### config.mk
export PLATFORM = sky130hd
export DESIGN_NAME = pconv_mac_pipe
export DESIGN_NICKNAME = d
export VERILOG_FILES = /design/src/rtl/pconv_pkg.sv /design/src/rtl/pconv_lane_mul.sv /design/src/rtl/pconv_mac_pipe.sv
export SDC_FILE = /design/constraint.sdc
export NUM_CORES = 1
export LEC_CHECK = 0
export CORE_MARGIN = 1
export CORE_UTILIZATION = 53
export CTS_CLUSTER_DIAMETER = 50
export DETAILED_ROUTE_END_ITERATION = 8
export PLACE_DENSITY = 0.7
export SLEW_MARGIN = 20
export SYNTH_ARGS = -nofsm -noshare
export SYNTH_HDL_FRONTEND = slang
export SYNTH_SLANG_ARGS = --single-unit
### constraint.sdc
create_clock -name i_clk -period 5.4 [get_ports i_clk]
set_input_delay 1.08 -clock i_clk [delete_from_list [all_inputs] [get_ports i_clk]]
set_output_delay 1.08 -clock i_clk [all_outputs]
set_load 0.05 [all_outputs]
### src/rtl/pconv_pkg.sv
// Shared constants, types and helpers for the partial-convolution MAC pipeline.
package pconv_pkg;

  // Operand interpretation selectors for the SIGNED parameter.
  localparam bit UNSIGNED_MODE = 1'b0;
  localparam bit SIGNED_MODE   = 1'b1;

  // Per-stage control tag travelling alongside the datapath.
  typedef struct packed {
    logic valid;
    logic first;
    logic last;
  } stage_tag_t;

  // Result width: one full product plus enough guard bits to sum every
  // product of a group without overflow.
  function automatic int pconv_out_w(input int data_w, input int wgt_w,
                                     input int lanes, input int acc_groups);
    return data_w + wgt_w + $clog2(lanes * acc_groups);
  endfunction

  // LSB position of lane 'lane' inside a packed bus of 'elem_w'-bit elements.
  function automatic int lane_lsb(input int lane, input int elem_w);
    return lane * elem_w;
  endfunction

endpackage

### src/rtl/pconv_lane_mul.sv
// One lane of the MAC: registers data*weight when the beat is accepted.
// The product is DATA_W+WGT_W bits wide; in signed mode both operands are
// sign-extended to that width first, so the low bits of the modular product
// are the exact two's-complement result.
module pconv_lane_mul
  import pconv_pkg::*;
#(
  parameter int DATA_W = 8,
  parameter int WGT_W  = 8,
  parameter bit SIGNED = UNSIGNED_MODE
) (
  input  logic                      clk,
  input  logic                      rst_n,
  input  logic                      load,
  input  logic [DATA_W-1:0]         data,
  input  logic [WGT_W-1:0]          weight,
  output logic [DATA_W+WGT_W-1:0]   product
);

  localparam int PROD_W = DATA_W + WGT_W;

  logic [PROD_W-1:0] data_ext;
  logic [PROD_W-1:0] weight_ext;
  logic [PROD_W-1:0] product_next;

  // Extend both operands to product width and multiply.
  // NOTE: every variable is assigned on every path through an always_comb, so no latch can be inferred.
  always_comb begin
    if (SIGNED) begin
      data_ext   = PROD_W'($signed(data));
      weight_ext = PROD_W'($signed(weight));
    end else begin
      data_ext   = PROD_W'(data);
      weight_ext = PROD_W'(weight);
    end
    product_next = data_ext * weight_ext;
  end

  // Product register, loaded only on accepted beats so idle inputs are ignored.
  // NOTE: state is updated with non-blocking assignments so every flop samples pre-edge values.
  always_ff @(posedge clk or negedge rst_n) begin
    if (!rst_n) begin
      product <= '0;
    end else if (load) begin
      product <= product_next;
    end
  end

endmodule

### src/rtl/pconv_mac_pipe.sv
// Pipelined partial-convolution MAC: S1 registers LANES products on the
// accept edge, S2 registers their sum, S3 accumulates ACC_GROUPS beats and
// presents the finished result with a valid/ready handshake. A single
// global enable stalls all stages while a result waits for downstream.
module pconv_mac_pipe
  import pconv_pkg::*;
#(
  parameter int  LANES      = 3,
  parameter int  DATA_W     = 8,
  parameter int  WGT_W      = 8,
  parameter int  ACC_GROUPS = 3,
  parameter bit  SIGNED     = UNSIGNED_MODE,
  localparam int OUT_W      = pconv_out_w(DATA_W, WGT_W, LANES, ACC_GROUPS)
) (
  input  logic                      i_clk,
  input  logic                      i_rst_n,
  input  logic                      i_clear,
  input  logic                      i_valid,
  output logic                      o_ready,
  input  logic [LANES*DATA_W-1:0]   i_data,
  input  logic [LANES*WGT_W-1:0]    i_weight,
  output logic                      o_valid,
  input  logic                      i_ready,
  output logic [OUT_W-1:0]          o_pconv
);

  localparam int PROD_W = DATA_W + WGT_W;
  localparam int CNT_W  = (ACC_GROUPS > 1) ? $clog2(ACC_GROUPS) : 1;
  localparam logic [CNT_W-1:0] LAST_BEAT = CNT_W'(ACC_GROUPS - 1);

  logic              en;
  logic              accept;
  logic [CNT_W-1:0]  beat_cnt;
  stage_tag_t        s1_tag;
  stage_tag_t        s2_tag;
  logic [PROD_W-1:0] s1_prod [LANES];
  logic [OUT_W-1:0]  lane_sum;
  logic [OUT_W-1:0]  s2_sum;
  logic [OUT_W-1:0]  acc;
  logic [OUT_W-1:0]  acc_next;

  // The pipeline only freezes when a finished result is refused downstream.
  assign en      = !(o_valid && !i_ready);
  assign o_ready = en;
  // A clear in the same cycle drops the offered beat.
  assign accept  = i_valid && en && !i_clear;

  // Beat position within the current group; wraps after the last beat.
  always_ff @(posedge i_clk or negedge i_rst_n) begin
    if (!i_rst_n) begin
      beat_cnt <= '0;
    end else if (i_clear) begin
      beat_cnt <= '0;
    end else if (accept) begin
      beat_cnt <= (beat_cnt == LAST_BEAT) ? '0 : beat_cnt + 1'b1;
    end
  end

  // S1 datapath: one registered multiplier per lane.
  for (genvar k = 0; k < LANES; k++) begin : g_lane
    pconv_lane_mul #(
      .DATA_W (DATA_W),
      .WGT_W  (WGT_W),
      .SIGNED (SIGNED)
    ) u_mul (
      .clk     (i_clk),
      .rst_n   (i_rst_n),
      .load    (accept),
      .data    (i_data[lane_lsb(k, DATA_W) +: DATA_W]),
      .weight  (i_weight[lane_lsb(k, WGT_W) +: WGT_W]),
      .product (s1_prod[k])
    );
  end

  // S1 control: tag the beat with its first/last position in the group.
  always_ff @(posedge i_clk or negedge i_rst_n) begin
    if (!i_rst_n) begin
      s1_tag <= '0;
    end else if (i_clear) begin
      s1_tag <= '0;
    end else if (en) begin
      s1_tag.valid <= accept;
      s1_tag.first <= (beat_cnt == '0);
      s1_tag.last  <= (beat_cnt == LAST_BEAT);
    end
  end

  // Lane adder: every product is widened to OUT_W before summing.
  always_comb begin
    lane_sum = '0;
    for (int k = 0; k < LANES; k++) begin
      if (SIGNED) lane_sum = lane_sum + OUT_W'($signed(s1_prod[k]));
      else        lane_sum = lane_sum + OUT_W'(s1_prod[k]);
    end
  end

  // S2: register the beat sum together with its tag.
  always_ff @(posedge i_clk or negedge i_rst_n) begin
    if (!i_rst_n) begin
      s2_tag <= '0;
      s2_sum <= '0;
    end else if (i_clear) begin
      s2_tag <= '0;
    end else if (en) begin
      s2_tag <= s1_tag;
      if (s1_tag.valid) s2_sum <= lane_sum;
    end
  end

  // Running total: a first beat restarts the group instead of adding to acc.
  always_comb begin
    if (s2_tag.first) acc_next = s2_sum;
    else              acc_next = acc + s2_sum;
  end

  // S3: accumulate, and on the last beat publish the result and reset acc.
  // Under en, o_valid is either consumed or empty, so it simply follows
  // whether a new result loads; back-to-back results need no bubble.
  always_ff @(posedge i_clk or negedge i_rst_n) begin
    if (!i_rst_n) begin
      acc     <= '0;
      o_valid <= 1'b0;
      o_pconv <= '0;
    end else if (i_clear) begin
      acc     <= '0;
      o_valid <= 1'b0;
    end else if (en) begin
      o_valid <= s2_tag.valid && s2_tag.last;
      if (s2_tag.valid) begin
        if (s2_tag.last) begin
          o_pconv <= acc_next;
          acc     <= '0;
        end else begin
          acc <= acc_next;
        end
      end
    end
  end

endmodule
==> impl_metrics.toml <==
[floorplanning]
start_util_pct = 54.8
num_rows = 55
die_area_mm2 = 0.0243
die_y_um = 156
die_x_um = 156
core_mm2 = 0.0229
num_io_pins = 75

[grt]
overflow = 0
grt.total_usage_pct = 23.0
antenna_found_initial = 0
grt_pass1_vias = 9665
grt_max_degree = 80
grt_pass1_wl_um = 45000

[worst_setup_path]
reg2reg_slack_ps = 2380
worst-r2r-cell-count = 11
timing.rr.end = "s2_sum[15]"
cp.required_ps = 5700
worstSetupStartpoint = "i_weight[2]"
path_max_fanout = 6
cp.arrival_ps = 5420
r2r-start = "g_lane[1].u_mul.product[1]"
cp-start-kind = "input port"
critPathCaptureType = "flip-flop"
path_class = "in2reg"

[logic_synthesis]
yosysSeqAreaShare_pct = 22.9
synth_cell_type_count = 57
synth_seq_cells = 115
synth-edff-count = 0
synth.area.top_cells = "dfrtp_1, fa_1, ha_1, and2_1, inv_1"
yosys.area.top_type = "dfrtp_1"
yosys-top-cells-count = "inv_1, nand2_1, and2_1, ha_1, fa_1"
async_flop_share_pct = 100
syn-instance-count = 1353
synth.most_common_cell = "inv_1"
syn_avg_cell_area_um2 = 9.28
synth_area_mm2 = 0.0126
synth_nets = 1673
yosysTopAreaCellShare_pct = 22.9
yosys_warnings = 0
synth_top_flop_cell = "dfrtp_1"

[power_and_ir_drop]
total_power_mw = 6.37
p_leak_nw = 7.35
max-vdd-ir-drop_mv = 0.289
powerDensity_mw_per_mm2 = 431

[route]
wirelength_um = 25800
wl_per_cell_um = 14.2
first_iter_violations = 474
drcViolationCount = 0
ant_nets = 0
first_pass_iters = 4
dr_total_vias = 9693
routed_via_density = 5.32

[timing]
fin_crit_sh_pct = 94.8
fin_crit_ps = 5120
setup_violations = 0
report.final.slew_viol_count = 0
setup_slack_ps = 282
rsz0062_at_grt = "false"
hold_viol = 0
hold_ws_ps = 476
tightest_slew_ps = 968
clock.fmax_ghz = 0.195
skew_ps = 8.53
slew_headroom_pct = 35.3

[clock_tree]
post_cts_buffers = 0
ctsHoldBuffers = 0
cts_tree = "built"
clkTransAtPathRegs_ps = 50
htreeDepth = 4
numCtsBuffers = 17
clk_path_buf_depth = 2
cts-root-buf = "clkbuf_16"
clk_latency_ps = 420
cts.sinks = 115
cts-resized-gates = 0

[place]
place_inst = 1789
port_buffers = 74
gp_congestion = 0.874
pre_cts_slack_ps = -153
dp_hpwl_um = 20900
placed_area_mm2 = 0.0141

[layout]
n_antenna_cell = 0
drive_gt1_share_pct = 9.22
instances_no_fill = 1821
design_area_mm2 = 0.0148
fin_nets = 1815
n_fill_cell = 1944
area_growth_pct = 17.7

[hold_path]
min_path_cells = 2
min-delay-start = "o_pconv[0]"
whs_endpoint = "o_pconv[0]"
hp-class = "reg2reg"

[status]
status = "complete, no violations"

[flow_run]
cap_viol_max_count = 0
## cell usage in the layout, fill, tap and decap left out, types with 4 or more instances in the layout
cell | synthesis | routed
a21oi_1 | 52 | 52
fa_1 | 126 | 126
a211oi_1 | 17 | 17
a21o_1 | 19 | 19
nand2b_1 | 11 | 11
mux2i_1 | 6 | 6
a21boi_0 | 4 | 4
and3_1 | 7 | 7
a31oi_1 | 6 | 6
and2_1 | 152 | 152
bufinv_16 | 0 | 4
o31ai_1 | 13 | 13
nand2_1 | 157 | 156
o211ai_1 | 7 | 7
xor2_1 | 34 | 34
mux2_2 | 21 | 21
o21a_1 | 19 | 19
nor2_1 | 32 | 32
clkdlybuf4s50_1 | 0 | 73
o21ai_0 | 109 | 109
xnor2_1 | 18 | 18
nor2b_1 | 11 | 11
ha_1 | 141 | 141
o21bai_1 | 5 | 5
nand3_1 | 6 | 5
nor3_1 | 24 | 24
a22o_1 | 8 | 8
inv_1 | 164 | 164
clkbuf_16 | 0 | 17
buf_4 | 0 | 74
o211a_1 | 4 | 4
dfrtp_1 | 115 | 115
## layout make-up
class                           count  area [µm²]  share of cell area, %
Multi-Input combinational cell   1049        8970                   60.7
Inverter                          165         619                   4.19
Clock inverter                     12         179                   1.21
Sequential cell                   115        2880                   19.5
Tap cell                          313         392                   2.65
Timing Repair Buffer              147        1290                   8.70
Clock buffer                       20         457                   3.09
## state kept, by name, summed over array words and instances (netlist names)
signal                count
s2_tag                    3
o_valid                   1
beat_cnt                  2
s2_sum                   18
g_lane.u_mul.product     48
acc                      20
s1_tag                    3
o_pconv                  20
## per-stage QoR
step / setup TNS (ps) / util [%]
2_1_floorplan: 0 / -
3_3_place_gp: -37.7 / 61.7
3_5_place_dp: -379 / 61.7
4_1_cts: 0 / 64.5
5_1_grt: 0 / 64.5
6_report: 0 / 64.5
## report_power, final
group	switching, mW	leakage (nW)	internal [mW]
Clock	0.410	0.303	0.796
Combinational	2.10	5.55	1.78
Sequential	0.207	1.50	1.08
Total	2.72	7.35	3.65
## layer usage
metal,vias to the layer above,share of wire (%),GRT usage [%]
met1,4713,48,30.8
met3,24,2.5,3.06
met4,0,1.6,5.93
met2,133,48,39.1
met5,-,0,0
li1,4823,-,-
## worst max path at each step
stage / to / slack [ps] / cells past startpoint
2_1_floorplan: g_lane[0].u_mul.product[13] / 560 / 15
3_3_place_gp: g_lane[0].u_mul.product[13] / -40 / 16
3_5_place_dp: g_lane[0].u_mul.product[13] / -150 / 16
4_1_cts: g_lane[0].u_mul.product[13] / 290 / 16
5_1_grt: g_lane[0].u_mul.product[13] / 80 / 16
6_report: g_lane[0].u_mul.product[13] / 280 / 16
## cell families after synthesis
logic type / Yosys count / share of synthesized area [%]
AO/OA/AOI/OAI: 287 / 14.4
XOR/XNOR: 52 / 3.63
adder cells (fa/ha/maj): 267 / 34.1
buffers and inverters: 189 / 5.67
flip-flops: 115 / 22.9
multiplexers: 27 / 2.36
AND/OR/NAND/NOR: 416 / 16.8
## critical path, cell delays in order
cell and delay, ps:
clkdlybuf4s50_1 510, and2_1 210, fa_1 510, fa_1 510, fa_1 490, inv_1 50
fa_1 470, inv_1 40, ha_1 270, or2_2 290, a21oi_1 140, o21ba_2 180
a41oi_1 230, nor2b_1 180, xor2_1 160, o21ai_0 90
Note: power is estimated with default switching activity, not from simulation.
